`config.mk`:
```
export PLATFORM = sky130hd
export DESIGN_NAME = activation_vec_flat
export DESIGN_NICKNAME = d
export VERILOG_FILES = /design/src/rtl/act_pkg.sv /design/src/rtl/activation_vec_if.sv /design/src/rtl/act_div_seq.sv /design/src/rtl/activation_vec.sv /design/src/flat_wrapper.sv
export SDC_FILE = /design/constraint.sdc
export NUM_CORES = 1
export LEC_CHECK = 0
export ABC_AREA = 1
export BUFFER_PORTS_ARGS = -buffer_cell sky130_fd_sc_hd__buf_2
export CAP_MARGIN = 30
export CORE_ASPECT_RATIO = 1.2
export CORE_MARGIN = 2
export CORE_UTILIZATION = 54
export CTS_CLUSTER_SIZE = 24
export DETAILED_ROUTE_END_ITERATION = 10
export GPL_TIMING_DRIVEN = 0
export PLACE_DENSITY = 0.78
export SLEW_MARGIN = 10
export SYNTH_ARGS = -nofsm -noshare
export SYNTH_HDL_FRONTEND = slang
export SYNTH_HIERARCHICAL = 1
export SYNTH_SLANG_ARGS = --single-unit
export TNS_END_PERCENT = 50
```
`constraint.sdc`:
```
create_clock -name clk -period 3.9 [get_ports clk]
set_input_delay 0.195 -clock clk [delete_from_list [all_inputs] [get_ports clk]]
set_output_delay 0.195 -clock clk [all_outputs]
set_load 0.05 [all_outputs]
```
`src/rtl/act_pkg.sv`:
```
// Shared definitions for the activation unit: mode and FSM encodings plus
// sign-magnitude field helpers.
package act_pkg;

  typedef enum logic [1:0] {
    ACT_SOFTSIGN = 2'b00,
    ACT_RELU     = 2'b01,
    ACT_PASS     = 2'b10,
    ACT_RSVD     = 2'b11
  } act_mode_e;

  typedef enum logic [2:0] {
    ST_IDLE,
    ST_LOAD,
    ST_DIV,
    ST_POST,
    ST_DONE
  } act_state_e;

  // Sign bit of a w-bit sign-magnitude value carried in a 64-bit container.
  function automatic logic sm_sign(input logic [63:0] x, input int w);
    return x[w-1];
  endfunction

  // Magnitude field (bits w-2:0) of a w-bit sign-magnitude value.
  function automatic logic [63:0] sm_to_mag(input logic [63:0] x, input int w);
    return x & ((64'd1 << (w - 1)) - 64'd1);
  endfunction

endpackage

```
`src/rtl/activation_vec_if.sv`:
```
// Vector valid/ready bus between the MAC accumulator, the activation unit and
// the next layer.
interface activation_vec_if #(
  parameter int W   = 16,
  parameter int NCH = 4
);
  logic             in_valid;
  logic             in_ready;
  logic [1:0]       mode;
  logic [NCH*W-1:0] in_vec;
  logic             out_valid;
  logic             out_ready;
  logic [NCH*W-1:0] out_vec;

  modport master (
    output in_valid, mode, in_vec, out_ready,
    input  in_ready, out_valid, out_vec
  );

  modport slave (
    input  in_valid, mode, in_vec, out_ready,
    output in_ready, out_valid, out_vec
  );
endinterface

```
`src/rtl/act_div_seq.sv`:
```
// Restoring unsigned divider: 2W-bit numerator over W-bit denominator, one
// quotient bit per cycle. The first step happens on the start edge, so done
// rises exactly W cycles after start and quot holds until the next start.
// The caller guarantees num[2W-1:W] < den so the quotient fits in W bits.
module act_div_seq #(
  parameter int W = 16
) (
  input  logic           clk,
  input  logic           rst,
  input  logic           en,
  input  logic           start,
  input  logic [2*W-1:0] num,
  input  logic [W-1:0]   den,
  output logic           done,
  output logic [W-1:0]   quot
);
  localparam int CW = $clog2(W + 1);

  logic [W-1:0]  rem_q, rem_d;
  logic [W-1:0]  sh_q, sh_d;
  logic [W-1:0]  den_q, den_d;
  logic [CW-1:0] cnt_q, cnt_d;
  logic          done_q, done_d;

  // One restoring step: shift the next numerator bit into the remainder,
  // subtract when possible, and shift the quotient bit into the low end.
  function automatic logic [2*W-1:0] div_step(input logic [W-1:0] rem,
                                               input logic [W-1:0] sh,
                                               input logic [W-1:0] dv);
    logic [W:0] trial;
    trial = {rem, sh[W-1]};
    if (trial >= {1'b0, dv}) return {W'(trial - {1'b0, dv}), sh[W-2:0], 1'b1};
    else                     return {trial[W-1:0], sh[W-2:0], 1'b0};
  endfunction

  // Next-state: load and first step on start, then iterate until count runs out.
  always_comb begin
    rem_d  = rem_q;
    sh_d   = sh_q;
    den_d  = den_q;
    cnt_d  = cnt_q;
    done_d = done_q;
    if (start) begin
      {rem_d, sh_d} = div_step(num[2*W-1:W], num[W-1:0], den);
      den_d  = den;
      cnt_d  = CW'(W - 1);
      done_d = 1'b0;
    end else if (cnt_q != '0) begin
      {rem_d, sh_d} = div_step(rem_q, sh_q, den_q);
      cnt_d  = cnt_q - 1'b1;
      done_d = (cnt_q == CW'(1));
    end
  end

  // Divider state; frozen while en is low, cleared by reset.
  always_ff @(posedge clk or negedge rst) begin
    if (!rst) begin
      rem_q  <= '0;
      sh_q   <= '0;
      den_q  <= '0;
      cnt_q  <= '0;
      done_q <= 1'b0;
    end else if (en) begin
      rem_q  <= rem_d;
      sh_q   <= sh_d;
      den_q  <= den_d;
      cnt_q  <= cnt_d;
      done_q <= done_d;
    end
  end

  assign done = done_q;
  assign quot = sh_q;

endmodule

```
`src/rtl/activation_vec.sv`:
```
// Multi-channel activation unit: offset softsign, ReLU or pass-through on a
// vector of sign-magnitude values. Channels are processed one at a time, and
// softsign channels share a single iterative divider.
module activation_vec
  import act_pkg::*;
#(
  parameter int             W      = 16,
  parameter int             FRAC   = 8,
  parameter int             NCH    = 4,
  parameter logic [W-1:0]   OFFSET = 16'h0080
) (
  input  logic             clk,
  input  logic             rst,
  input  logic             en,
  activation_vec_if.slave  io,
  output logic             busy
);
  localparam int           CHW = (NCH > 1) ? $clog2(NCH) : 1;
  localparam logic [W-1:0] ONE = {{(W-1){1'b0}}, 1'b1} << FRAC;

  act_state_e       state_q, state_d;
  act_mode_e        mode_q, mode_d;
  logic [CHW-1:0]   ch_q, ch_d;
  logic [NCH*W-1:0] in_vec_q, in_vec_d;
  logic [NCH*W-1:0] out_vec_q, out_vec_d;
  logic             in_ready_q, in_ready_d;
  logic             out_valid_q, out_valid_d;
  logic             busy_q, busy_d;

  logic [W-1:0]     cur, cur_mag, div_den, div_quot;
  logic [2*W-1:0]   div_num;
  logic             div_start, div_done;

  // Activation of one channel given its divider quotient q = floor((m<<FRAC)/(m+ONE)).
  // A zero magnitude always leaves with a positive sign.
  function automatic logic [W-1:0] activate(input act_mode_e md,
                                            input logic [W-1:0] x,
                                            input logic [W-1:0] q);
    logic         s, neg;
    logic [W-1:0] m, off, mag;
    s   = sm_sign(64'(x), W);
    m   = W'(sm_to_mag(64'(x), W));
    off = {1'b0, OFFSET[W-2:0]};
    neg = 1'b0;
    mag = m;
    case (md)
      ACT_SOFTSIGN: begin
        if (!s)             mag = off + q;
        else if (off >= q)  mag = off - q;
        else begin
          mag = q - off;
          neg = 1'b1;
        end
      end
      ACT_RELU: if (s) mag = '0;
      default:  neg = s;
    endcase
    if (mag == '0) neg = 1'b0;
    return {neg, mag[W-2:0]};
  endfunction

  // Current channel operands for the shared divider.
  always_comb begin
    cur       = in_vec_q[ch_q*W +: W];
    cur_mag   = W'(sm_to_mag(64'(cur), W));
    div_num   = {{W{1'b0}}, cur_mag} << FRAC;
    div_den   = cur_mag + ONE;
    div_start = (state_q == ST_LOAD) && (mode_q == ACT_SOFTSIGN);
  end

  act_div_seq #(.W(W)) u_div (
    .clk   (clk),
    .rst   (rst),
    .en    (en),
    .start (div_start),
    .num   (div_num),
    .den   (div_den),
    .done  (div_done),
    .quot  (div_quot)
  );

  // Transaction FSM: accept, walk the channels LOAD/DIV/POST, hold result in DONE.
  always_comb begin
    state_d   = state_q;
    mode_d    = mode_q;
    ch_d      = ch_q;
    in_vec_d  = in_vec_q;
    out_vec_d = out_vec_q;
    case (state_q)
      ST_IDLE: begin
        if (io.in_valid && in_ready_q) begin
          in_vec_d = io.in_vec;
          mode_d   = act_mode_e'(io.mode);
          ch_d     = '0;
          state_d  = ST_LOAD;
        end
      end
      ST_LOAD: state_d = (mode_q == ACT_SOFTSIGN) ? ST_DIV : ST_POST;
      ST_DIV:  if (div_done) state_d = ST_POST;
      ST_POST: begin
        out_vec_d[ch_q*W +: W] = activate(mode_q, cur, div_quot);
        if (ch_q == CHW'(NCH - 1)) begin
          state_d = ST_DONE;
        end else begin
          ch_d    = ch_q + 1'b1;
          state_d = ST_LOAD;
        end
      end
      ST_DONE: if (io.out_ready) state_d = ST_IDLE;
      default: state_d = ST_IDLE;
    endcase
    in_ready_d  = (state_d == ST_IDLE);
    out_valid_d = (state_d == ST_DONE);
    busy_d      = (state_d != ST_IDLE);
  end

  // Control and output registers; everything holds while en is low.
  always_ff @(posedge clk or negedge rst) begin
    if (!rst) begin
      state_q     <= ST_IDLE;
      mode_q      <= ACT_SOFTSIGN;
      ch_q        <= '0;
      out_vec_q   <= '0;
      in_ready_q  <= 1'b0;
      out_valid_q <= 1'b0;
      busy_q      <= 1'b0;
    end else if (en) begin
      state_q     <= state_d;
      mode_q      <= mode_d;
      ch_q        <= ch_d;
      out_vec_q   <= out_vec_d;
      in_ready_q  <= in_ready_d;
      out_valid_q <= out_valid_d;
      busy_q      <= busy_d;
    end
  end

  // Latched input vector; only meaningful after an accept, so no reset.
  always_ff @(posedge clk) begin
    if (en) in_vec_q <= in_vec_d;
  end

  assign io.in_ready  = in_ready_q;
  assign io.out_valid = out_valid_q;
  assign io.out_vec   = out_vec_q;
  assign busy         = busy_q;

endmodule

```
`src/flat_wrapper.sv`:
```
// flat-port wrapper written by rule: the top's interface ports become plain ports
module activation_vec_flat import act_pkg::*;
#(
  parameter int             W      = 16,
  parameter int             FRAC   = 8,
  parameter int             NCH    = 4,
  parameter logic [W-1:0]   OFFSET = 16'h0080
)
  (clk, rst, en, busy, io_in_valid, io_mode, io_in_vec, io_out_ready, io_in_ready, io_out_valid, io_out_vec);
  activation_vec_if #(.W(W), .NCH(NCH)) io_i ();
  input  logic clk;
  input  logic rst;
  input  logic en;
  output logic busy;
  input wire logic [$bits(io_i.in_valid)-1:0] io_in_valid;
  input wire logic [$bits(io_i.mode)-1:0] io_mode;
  input wire logic [$bits(io_i.in_vec)-1:0] io_in_vec;
  input wire logic [$bits(io_i.out_ready)-1:0] io_out_ready;
  output wire logic [$bits(io_i.in_ready)-1:0] io_in_ready;
  output wire logic [$bits(io_i.out_valid)-1:0] io_out_valid;
  output wire logic [$bits(io_i.out_vec)-1:0] io_out_vec;
  assign io_i.in_valid = io_in_valid;
  assign io_i.mode = io_mode;
  assign io_i.in_vec = io_in_vec;
  assign io_i.out_ready = io_out_ready;
  assign io_in_ready = io_i.in_ready;
  assign io_out_valid = io_i.out_valid;
  assign io_out_vec = io_i.out_vec;
  activation_vec #(.W(W), .FRAC(FRAC), .NCH(NCH), .OFFSET(OFFSET)) u_core (.clk(clk), .rst(rst), .en(en), .io(io_i), .busy(busy));
endmodule
```
Yosys cells after proc, flatten, opt, wreduce, memory -nomap -nowiden
Cells that the tools add are included.
{ "totals": {"input_bits": 71, "register_bits": 192} }
{ "op_classes": {"add_sub_neg": 9, "n_reduce_logical": 15, "n_lt_le_gt_ge": 3, "eq_ne": 10, "shifts": 3, "muxes": 30} }
{ "ops": {"columns": ["cell", "n"], "rows": [
  ["$mux W16", 7],
  ["$bwmux W64", 1],
  ["$mux W32", 2],
  ["$shift A16 B34 Y64 const A", 1],
  ["$shiftx A16 B34 Y64", 1],
  ["$shiftx A64 B7 Y16", 1],
  ["$neg A6 Y34", 1],
  ["$pmux W16 S2", 1],
  ["$ge A17 B16 Y1", 1],
  ["$add A15 B9 Y16 const B", 1],
  ["$add A8 B16 Y16 const A", 1],
  ["$ge A8 B16 Y1", 1],
  ["$ge A8 B16 Y1 const A", 1],
  ["$logic_not A16 Y1", 1],
  ["$sub A16 B16 Y16", 1],
  ["$sub A16 B8 Y16 const B", 1],
  ["$sub A8 B16 Y16", 1],
  ["$sub A8 B16 Y16 const A", 1],
  ["$mux W15", 1],
  ["$pmux W3 S5", 1],
  ["$mux W3", 4],
  ["$mux W5", 2],
  ["$mux W1", 7],
  ["$eq A3 B2 Y1 const B", 2],
  ["21 further kinds", 28]
]} }

Logic depth before layout (Yosys ltp)
Gate-level depths: netlist (run 1).
{ "depth": {"depth_word": 10, "ltp_mapped": 26, "ltp_nobuf": 25} }

Cells and area by module
The synthesis (run 1) kept the hierarchy.
{ "by_module_without_submodules": {"columns": ["mod", "area_per_inst_um2", "instances", "seq_area_each_um2", "cells_each"], "rows": [
  ["activation_vec", 6653.9, 1, 3773.6, 714],
  ["act_div_seq", 4904.7, 1, 1351.3, 767]
]} }

Worst setup path before layout (run 1)
No wires, ideal clock.
{ "synth_path": {"path_kind": "reg2reg", "startpoint": "register u_core.in_ready_q, in the netlist u_core/io.in_ready", "endpoint": "register u_core.in_vec_q[0] (enable)", "setup_slack_ns": -0.189, "setup_ns": 0.492, "path_buffers": 0, "period_less_slack_ns": 4.089, "t_arrival_ns": 3.598, "path_stages_with_launch": 3, "cell_sequence": "dfrtp_1 nand4_1 nor2_1"} }
{ "synth_via": {"elab_chain_len": 2} }
{ "synth_rtl": {"columns": ["element", "line", "rtl"], "rows": [
  ["start: declaration", "activation_vec.sv:26", "logic in_ready_q, in_ready_d;"],
  ["start signal: assignment", "activation_vec.sv:132", "in_ready_q <= in_ready_d;"],
  ["$logic_and A1 B1 Y1", "activation_vec.sv:91", "if (io.in_valid && in_ready_q) begin"],
  ["$reduce_and A3 Y1 (no source line)", null, null],
  ["end signal: assignment", "activation_vec.sv:140", "if (en) in_vec_q <= in_vec_d;"],
  ["end: declaration", "activation_vec.sv:24", "logic [NCH*W-1:0] in_vec_q, in_vec_d;"]
]} }
No other way between the ends.
A chain may end at the register's enable or synchronous reset.

Worst setup path in the final report (run 1)
{ "layout_path": {"startpoint": "register u_core.ch_q[0]", "endpoint": "register u_core.u_div.rem_q[1]"} }
{ "layout_via": {"elab_chain_len": 5, "elab_cells_between_ends": 6, "classes_between": "add/sub: 2; order compare: 1; shift: 1; mux: 2"} }
{ "layout_rtl": {"columns": ["element", "line", "rtl"], "rows": [
  ["start: declaration", "activation_vec.sv:23", "logic [CHW-1:0] ch_q, ch_d;"],
  ["start signal: assignment", "activation_vec.sv:130", "ch_q <= ch_d;"],
  ["$shiftx A64 B7 Y16", "activation_vec.sv:64", "cur = in_vec_q[ch_q*W +: W];"],
  ["via u_core.cur[14]", "activation_vec.sv:30", "logic [W-1:0] cur, cur_mag, div_den, div_quot;"],
  ["$add A15 B9 Y16", "activation_vec.sv:67", "div_den = cur_mag + ONE;"],
  ["via u_core.div_den[14]", "activation_vec.sv:30", null],
  ["$ge A8 B16 Y1", "act_div_seq.sv:32", "if (trial >= {1'b0, dv}) return {W'(trial - {1'b0, dv}), sh[W-2:0], 1'b1};"],
  ["$mux W32", "act_div_seq.sv:32", null],
  ["$mux W16", "act_div_seq.sv:43", "if (start) begin"],
  ["end signal: assignment", "act_div_seq.sv:64", "rem_q <= rem_d;"],
  ["end: declaration", "act_div_seq.sv:19", "logic [W-1:0] rem_q, rem_d;"]
]} }
The timed path passes the listed nets, and every way through them passes these cells.

==> results of run 1 <==
## kinds of logic after synthesis
group,Yosys count
xor gates and xnor gates,25
and+or+nand+nor,780
buffers and inverters,241
adders and majority gates,49
AOI/OAI and AO/OA,193
other,1
DFF,192
## per-stage QoR
step           setup WS (ns)  hold slack [ns]
2_1_floorplan          0.524           -0.101
4_1_cts             0.000904          0.00333
3_5_place_dp          -0.601            0.145
3_3_place_gp          -0.541            0.372
6_report               0.181           0.0254
5_1_grt              -0.0339           0.0132
## placed cells by master (no fill, tap or decap), types with 23 or more instances in the layout
cell,n
edfxtp_1,64
a21oi_1,28
nand3_1,114
nand2_1,439
ha_1,47
dlygate4sd3_1,66
dfrtp_1,126
nor2_1,125
buf_2,139
inv_1,192
o22ai_1,23
o21ai_0,98
conb_1,27
## per-layer routing
layer	global-route usage	up-vias	wire length, um	share of wire
met5	0	-	0	0
met2	0.574	461	17900	0.51
met3	0.0543	101	2330	0.066
met1	0.372	5119	13400	0.38
met4	0.146	0	1550	0.044
li1	-	5284	-	-
## critical path, cell delays in order, from the launching register on
cell,delay [ns]
dfrtp_2,0.45
inv_2,0.08
buf_6,0.14
buf_6,0.16
nand2_1,0.06
a32oi_1,0.71
inv_1,0.16
xor2_1,0.19
inv_1,0.09
ha_1,0.33
nand2_2,0.13
inv_1,0.05
nand3_1,0.09
nor2_2,0.05
nor2_4,0.20
nand2_4,0.08
buf_6,0.15
nand2_1,0.06
nand3_1,0.15
nand2_1,0.15
nand2_1,0.05
o21ai_0,0.09
## final cells by class
cell class                      instances  share of cell area
Tap cell                              270              0.0238
Timing Repair Buffer                  212               0.104
Buffer                                 42              0.0195
Inverter                              199              0.0528
Sequential cell                       192               0.361
Clock inverter                         14              0.0143
Multi-Input combinational cell       1074               0.393
Clock buffer                           18              0.0317
## state kept, by name (all words and copies together), names as in the netlist
register             count
u_core/busy              1
u_core/ch_q              2
u_core/in_vec_q         64
u_core/io.in_ready       1
u_core/io.out_valid      1
u_core/io.out_vec       64
u_core/mode_q            2
u_core/state_q           3
u_core/u_div/cnt_q       5
u_core/u_div/den_q      16
u_core/u_div/done        1
u_core/u_div/quot       16
u_core/u_div/rem_q      16
## power by group through the flow
| stage | Sequential (mW) | Combinational [mW] | Clock [mW] |
|---|---|---|---|
| 2_1_floorplan | 3.22 | 5.28 | 0 |
| 3_3_place_gp | 2.99 | 7.32 | 0 |
| 3_5_place_dp | 3.00 | 7.45 | 0 |
| 4_1_cts | 2.97 | 7.61 | 1.94 |
| 5_1_grt | 3.03 | 8.76 | 2.03 |
| 6_report | 2.98 | 7.85 | 1.94 |
## timing repair
item / CTS / global route
endpoints found under the setup margin: 17 / 17
pin swaps: 2 / 4
hold buffers: 66 / 0
cloned: 0 / 0
resized for setup: 6 / 14
buffers inserted: 1 / 5
hold endpoints to repair: 107 / 0
## path summary, 6_finish.rpt
kind,from,to,slack (ns),cells past startpoint
min in group asynchronous,rst,u_core/u_div/rem_q[15],0.24,2
hold / removal,io_mode[0],u_core/mode_q[0],0.03,3
max in group asynchronous,rst,u_core/ch_q[1],2.84,3
setup / recovery,u_core/ch_q[0],u_core/u_div/rem_q[1],0.18,21
setup reg to reg,u_core/ch_q[0],u_core/u_div/rem_q[1],0.18,21
hold reg to reg,u_core/u_div/den_q[14],u_core/u_div/den_q[14],0.49,2
==> impl_metrics.py, run 1 <==
metrics = {
    "status": {
        "status": "finished clean",
    },
    "synthesis": {
        "synth_enable_flop_cells": 64,
        "synth-xor-area-share": 0.0189,
        "synth_seq_cells": 192,
        "synth_compound_area_frac": 0.0979,
        "yosysSeqAreaShare": 0.443,
        "ys.flop_type": "dfrtp_1",
        "muxShareOfSynthArea": 0,
        "synth_top_cell_area_share": 0.277,
        "ys_async_sr_fraction": 0.667,
        "ys_warn_count": 6,
        "synthAdderAreaFrac": 0.0543,
        "syn-cell-area_mm2": 0.0116,
        "synth_top_family_by_area": "simple AND/OR/NAND/NOR gates",
        "synth_simple_gate_area_frac": 0.298,
        "yosys-top-cells-count": "nand2_1, inv_1, dfrtp_1, nor2_1, nand3_1",
        "ys_top_cells_by_area": "dfrtp_1, edfxtp_1, nand2_1",
        "post_synth.cell_area_avg_um2": 7.80,
        "synthCells": 1481,
        "synth.most_common_cell": "nand2_1",
        "synth_cell_types": 53,
        "yosys.area.top_type": "dfrtp_1",
    },
    "clock_network": {
        "clock_latency_ns": 0.45,
        "clockBufferDepth": 2,
        "clk_pin_slew_worst_paths_ns": 0.08,
        "cts_buffers": 17,
        "cts_tree": "done",
        "cts_htree_levels": 4,
        "cts_sinks": 192,
        "cts-root-buf": "clkbuf_16",
    },
    "route": {
        "vias": 11000,
        "viasPerCell": 5.43,
        "first_pass_iters": 5,
        "final_antenna_net_count": 0,
        "drt-total-wl_um": 35200,
        "drcViolationCount": 0,
        "drt-wirelength-per-cell_um": 17.4,
        "drt_iter0_drc": 881,
    },
    "die": {
        "die_area_mm2": 0.0226,
        "die_w_um": 138,
        "core_mm2": 0.0210,
        "die_height_um": 164,
        "ios": 138,
        "initial_core_util": 0.551,
        "core.rowCount": 58,
    },
    "power_and_ir_drop": {
        "intPower_mw": 6.11,
        "netSwitchingFraction": 0.521,
        "peakVddDrop_v": 0.000478,
        "power.density_mw_per_mm2": 898,
        "pwr-share-seq": 0.234,
        "leakagePower_nw": 7.21,
        "switchingPower_mw": 6.65,
        "power_frac_clock": 0.152,
        "pwr-share-comb": 0.615,
        "total_power_mw": 12.8,
    },
    "critical_path": {
        "cp.arrival_ns": 4.08,
        "crit_fanout": 10,
        "worst-setup-path-type": "reg2reg",
        "required_ns": 4.26,
        "setup.worst_path.start_class": "register",
        "endpoint_kind": "register",
    },
    "layout": {
        "drive_gt1_frac": 0.152,
        "multi_input_area_mm2": 0.00559,
        "fill_cells": 1643,
        "fin_nets": 1858,
        "diodes": 0,
        "fin_util": 0.678,
        "seqCellArea_mm2": 0.00513,
        "area_growth_pct": 23.0,
        "fin_area_mm2": 0.0142,
        "final_cell_count_no_fill": 2021,
    },
    "timing": {
        "hold_viol_final": 0,
        "fmaxAchievable_mhz": 269,
        "fin_crit_sh": 0.954,
        "tns_ns": 0,
        "slew_viol_final": 0,
        "skew_ns": 0.0210,
        "slew_headroom": 0.410,
        "rsz0062_at_grt": "yes",
        "tightest_slew_ns": 0.885,
        "fin_crit_ns": 3.72,
        "setup_viol": 0,
    },
    "global_route": {
        "overflow": 0,
        "grt_use_total": 0.321,
        "grt_start_max_net_pins": 87,
        "grt_antenna_before_repair": 0,
        "grt_pass1_wl_um": 55700,
        "grt_pass1_vias": 11100,
    },
    "run": {
        "max_cap_violations": 0,
    },
    "placement": {
        "place_congestion": 0.915,
        "hpwl_um": 24700,
        "placed_area_mm2": 0.0128,
        "port_buffers": 137,
        "dp_cells": 1917,
    },
    "worst_hold_path": {
        "hold_path.class": "in2reg",
    },
}
No activity file was read; power rests on OpenSTA's default activity.
==> inputs of run 2 (changes only) <==
- BUFFER_PORTS_ARGS: -buffer_cell sky130_fd_sc_hd__buf_2 -> -buffer_cell sky130_fd_sc_hd__buf_4
==> run 2 against run 1 <==
Die area is the same. Flip-flop and latch count unchanged. Non-clock buffer count grew 3. Sequential power about the same.
==> impl_metrics.py, run 2 (same netlist as run 1, synthesis figures left out) <==
metrics = {
    "layout": {
        "fill_cells": 1634,
        "seqCellArea_mm2": 0.00513,
        "final_common_cell": "nand2_1",
        "multi_input_area_mm2": 0.00562,
        "fin_nets": 1861,
        "area_growth_pct": 25.9,
        "drive_gt1_frac": 0.155,
        "final_cell_count_no_fill": 2025,
        "final_cell_mix": "nand2_1, inv_1, buf_4, dfrtp_1, nor2_1",
    },
    "route": {
        "drcViolationCount": 0,
        "first_pass_iters": 6,
        "final_antenna_net_count": 0,
        "vias": 11100,
        "drt-total-wl_um": 35900,
        "drt_iter0_drc": 929,
        "drt-wirelength-per-cell_um": 17.7,
        "viasPerCell": 5.50,
    },
    "global_route": {
        "grt_start_max_net_pins": 84,
        "grt_use_total": 0.327,
        "grt_pass1_wl_um": 56400,
        "grt_pass1_vias": 11100,
        "overflow": 0,
        "grt_antenna_before_repair": 1,
    },
    "power_and_ir_drop": {
        "peakVddDrop_v": 0.000555,
        "power.density_mw_per_mm2": 874,
        "total_power_mw": 12.7,
        "leakagePower_nw": 7.26,
    },
    "die": {
        "core_mm2": 0.0210,
        "die_area_mm2": 0.0226,
        "core.rowCount": 58,
        "initial_core_util": 0.551,
        "ios": 138,
        "die_height_um": 164,
        "die_w_um": 138,
    },
    "timing": {
        "fin_crit_ns": 3.74,
        "fin_crit_sh": 0.959,
        "tns_ns": 0,
        "slew_headroom": 0.474,
        "hold_viol_final": 0,
        "setup_viol": 0,
        "setup_ws_ns": 0.159,
        "skew_ns": 0.0182,
        "fin_hold_ws_ns": 0.0941,
        "tightest_slew_ns": 0.788,
        "slew_viol_final": 0,
        "fmaxAchievable_mhz": 267,
    },
    "clock_network": {
        "cts_buffers": 17,
        "cts_tree": "done",
        "cts_htree_levels": 4,
        "clockBufferDepth": 2,
        "cts-root-buf": "clkbuf_16",
        "cts_sinks": 192,
        "clk_pin_slew_worst_paths_ns": 0.08,
        "clock_latency_ns": 0.44,
    },
    "critical_path": {
        "endpoint_kind": "register",
        "rrSetupSlack_ns": 0.16,
        "worst-setup-path-type": "reg2reg",
        "crit_fanout": 10,
        "cp.arrival_ns": 4.05,
        "required_ns": 4.21,
        "setup.worst_path.start_class": "register",
    },
    "run": {
        "max_cap_violations": 0,
    },
    "placement": {
        "port_buffers": 137,
        "dp_cells": 1917,
        "place_ws_ns": -0.659,
        "place_congestion": 0.944,
        "hpwl_um": 24700,
    },
    "worst_hold_path": {
        "hold_path.class": "in2reg",
    },
    "status": {
        "status": "finished clean",
    },
}
[run 2: path summary, 6_finish.rpt]
path | depth (start not counted) | to | from
max | 22 | u_core/u_div/rem_q[1] | u_core/ch_q[0]
min | 2 | u_core/state_q[1] | en
max reg2reg | 22 | u_core/u_div/rem_q[1] | u_core/ch_q[0]
min reg2reg | 2 | u_core/io.out_vec[1] | u_core/io.out_vec[1]
max in group asynchronous | 3 | u_core/ch_q[1] | rst
min in group asynchronous | 2 | u_core/u_div/rem_q[15] | rst
[run 2: through the flow]
step            util  instance area [um^2]
6_report       0.694                 14600
5_1_grt        0.694                 14600
4_1_cts        0.689                 14400
3_5_place_dp   0.625                 13100
3_3_place_gp   0.621                 13000
2_1_floorplan      -                 11700
[run 2: routing by layer]
layer  part of all wire  global-route usage  wire length, um  up-vias
met5                  0                   0                0        -
met4              0.050               0.175             1780        0
met3              0.063              0.0577             2270      122
met2               0.52               0.573            18500      509
met1               0.37               0.378            13300     5226
li1                   -                   -                -     5279
[run 2: worst max-delay path, cell delays in order, from the launching register on]
cell     delay [ns]
dfrtp_2        0.45
buf_6          0.18
buf_6          0.17
buf_6          0.17
a21oi_1        0.12
a32oi_4        0.26
inv_1          0.16
nor3_2         0.26
nand3_1        0.12
xor2_1         0.17
inv_1          0.13
ha_4           0.18
nand2_4        0.07
nor3_2         0.14
and2_1         0.20
nand2_4        0.12
nand2_4        0.08
buf_6          0.15
nand2_1        0.09
nand3_1        0.14
nand2_1        0.08
nand2_1        0.07
o21ai_0        0.09
[run 2: repair_timing]
action | 4_1_cts | 5_1_grt
hold buffers | 67 | 0
cloned | 0 | 0
pin swaps | 3 | 7
resized for setup | 6 | 22
setup buffers | 5 | 3
endpoints found under the setup margin | 17 | 17
hold endpoints to repair | 111 | 0
[run 2: area by class of cell]
class                           instances  area share
Antenna cell                            1    0.000172
Buffer                                 42      0.0196
Clock buffer                           18      0.0295
Clock inverter                         14      0.0112
Inverter                              199      0.0516
Multi-Input combinational cell       1074       0.386
Sequential cell                       192       0.352
Tap cell                              270      0.0232
Timing Repair Buffer                  215       0.127
[run 2: report_power, final]
| part | switching (mW) | leakage, nW | internal, mW | total, mW |
|---|---|---|---|---|
| Clock | 0.892 | 0.289 | 0.867 | 1.76 |
| Combinational | 5.25 | 4.75 | 2.72 | 7.97 |
| Sequential | 0.433 | 2.22 | 2.56 | 3.00 |
| Total | 6.57 | 7.26 | 6.16 | 12.7 |
==> inputs of run 3 (changes only) <==
- CORE_UTILIZATION: 54 -> 50
- PLACE_DENSITY: 0.78 -> 0.7
- clock period: 3.9 -> 4.4 ns (I/O delays scaled with it)
==> run 3 against run 2 <==
Register-to-register slack improved by 0.14 ns. Maximum frequency down 8.8%. Clock skew up 0.00099 ns.
==> impl_metrics.py, run 3 (same netlist as run 1, synthesis figures left out) <==
metrics = {
    "layout": {
        "fill_cells": 1858,
        "drive_gt1_frac": 0.145,
        "final_cell_mix": "nand2_1, inv_1, buf_4, dfrtp_1, nor2_1",
        "multi_input_area_mm2": 0.00556,
        "area_growth_pct": 25.2,
        "final_common_cell": "nand2_1",
        "fin_nets": 1855,
        "final_cell_count_no_fill": 2058,
        "fin_util": 0.640,
        "seqCellArea_mm2": 0.00513,
        "diodes": 0,
        "fin_area_mm2": 0.0145,
    },
    "critical_path": {
        "path_delay_family": "simple AND/OR/NAND/NOR gates",
        "cpPeakStageDelay_ns": 0.48,
        "path_cells": "inv_2 > buf_6 > buf_2 > nand2_1 > a32oi_4 > ha_1 > inv_1 > nor3_2 > nand3_1 > xor2_1 > inv_1 > ha_1 > nand2_1 > inv_1 > nand3_1 > nor2_2 > nor2_4 > nand2_4 > buf_4 > o211ai_1 > nand3_1",
        "setup.worst_path.start_class": "register",
        "worst-path-buf-inv": 7,
        "cp.arrival_ns": 4.41,
        "worst-setup-path-type": "reg2reg",
        "slowest_stage": "dfrtp_2",
        "required_ns": 4.71,
        "crit_fanout": 12,
        "endpoint_kind": "register",
    },
    "clock_network": {
        "cts-root-buf": "clkbuf_16",
        "cts_buffers": 17,
        "cts_sinks": 192,
        "cts_tree": "done",
        "clock_latency_ns": 0.45,
        "cts_htree_levels": 4,
        "clk_pin_slew_worst_paths_ns": 0.08,
        "clockBufferDepth": 2,
    },
    "timing": {
        "slew_viol_final": 0,
        "skew_ns": 0.0192,
        "fin_crit_ns": 4.10,
        "tightest_slew_ns": 0.869,
        "hold_viol_final": 0,
        "slew_headroom": 0.421,
        "fin_hold_ws_ns": 0.125,
        "setup_viol": 0,
        "fin_crit_sh": 0.932,
        "setup_ws_ns": 0.300,
        "fmaxAchievable_mhz": 244,
        "tns_ns": 0,
    },
    "status": {
        "status": "finished clean",
    },
    "die": {
        "die_w_um": 143,
        "die_height_um": 171,
        "ios": 138,
        "core_mm2": 0.0226,
        "die_area_mm2": 0.0244,
        "core.rowCount": 60,
        "initial_core_util": 0.512,
    },
    "global_route": {
        "met2_usage": 0.531,
        "grt.busiest_layer": "met2",
        "grt_antenna_before_repair": 0,
        "grt_use_total": 0.293,
        "grt_pass1_wl_um": 55600,
        "grt_pass1_vias": 10900,
        "grt_util_met3": 0.0487,
        "grt_start_max_net_pins": 72,
        "overflow": 0,
        "grt.met1_usage": 0.339,
    },
    "route": {
        "drcViolationCount": 0,
        "drt-wirelength-per-cell_um": 17.0,
        "first_pass_iters": 5,
        "drt-total-wl_um": 35000,
        "viasPerCell": 5.28,
        "drt_iter0_drc": 799,
        "vias": 10900,
        "final_antenna_net_count": 0,
    },
    "placement": {
        "dp_cells": 1957,
        "placed_area_mm2": 0.0132,
        "hpwl_um": 25500,
        "place_congestion": 0.944,
        "place_ws_ns": -0.133,
        "port_buffers": 137,
    },
    "power_and_ir_drop": {
        "leakagePower_nw": 7.21,
        "total_power_mw": 11.2,
        "power.density_mw_per_mm2": 775,
        "peakVddDrop_v": 0.000336,
    },
    "worst_hold_path": {
        "hold_path.class": "in2reg",
    },
    "run": {
        "max_cap_violations": 0,
    },
}
run 3: cell types whose count changed in the layout (fill, tap and decap cells not counted), moves of 2 or more:
cell and change:
buf_8 -2, nand2_2 -3, ha_1 +4, buf_2 +3, nand2_1 +4, ha_2 -2
ha_4 -2, buf_6 -3, buf_4 -3
run 3: worst paths after layout:
check / end / startpoint / depth (start not counted) / slack, ns
hold reg to reg: u_core/u_div/den_q[8] / u_core/u_div/den_q[8] / 2 / 0.48
setup / recovery: u_core/u_div/rem_q[3] / u_core/ch_q[0] / 21 / 0.30
hold / removal: u_core/state_q[0] / en / 2 / 0.13
max in group asynchronous: u_core/u_div/rem_q[13] / rst / 3 / 3.32
min in group asynchronous: u_core/io.out_vec[61] / rst / 2 / 0.31
setup reg to reg: u_core/u_div/rem_q[3] / u_core/ch_q[0] / 21 / 0.30
run 3: report_power, final:
| part | leakage [nW] | internal (mW) | switching (mW) |
|---|---|---|---|
| registers | 2.22 | 2.27 | 0.384 |
| clock network | 0.293 | 0.776 | 0.811 |
| logic | 4.69 | 2.33 | 4.64 |
| total | 7.21 | 5.38 | 5.83 |
run 3: cell type report:
type / count / share of cell area
Multi-Input combinational cell: 1074 / 0.384
Clock inverter: 14 / 0.0121
Sequential cell: 192 / 0.354
Clock buffer: 18 / 0.0297
Tap cell: 310 / 0.0268
Timing Repair Buffer: 209 / 0.123
Inverter: 199 / 0.0519
Buffer: 42 / 0.0176
run 3: per-layer routing:
metal,vias up,part of all wire
li1,5278,-
met1,5144,0.39
met2,370,0.51
met3,82,0.054
met4,0,0.043
met5,-,0
run 3: repair_timing:
action                     in CTS  in global routing
gates cloned                    0                  0
hold endpoints to repair      123                  0
resized for setup               1                  3
setup endpoints to repair      14                 17
setup buffers                   0                  2
pin swaps                       0                  1
hold buffers                   67                  0
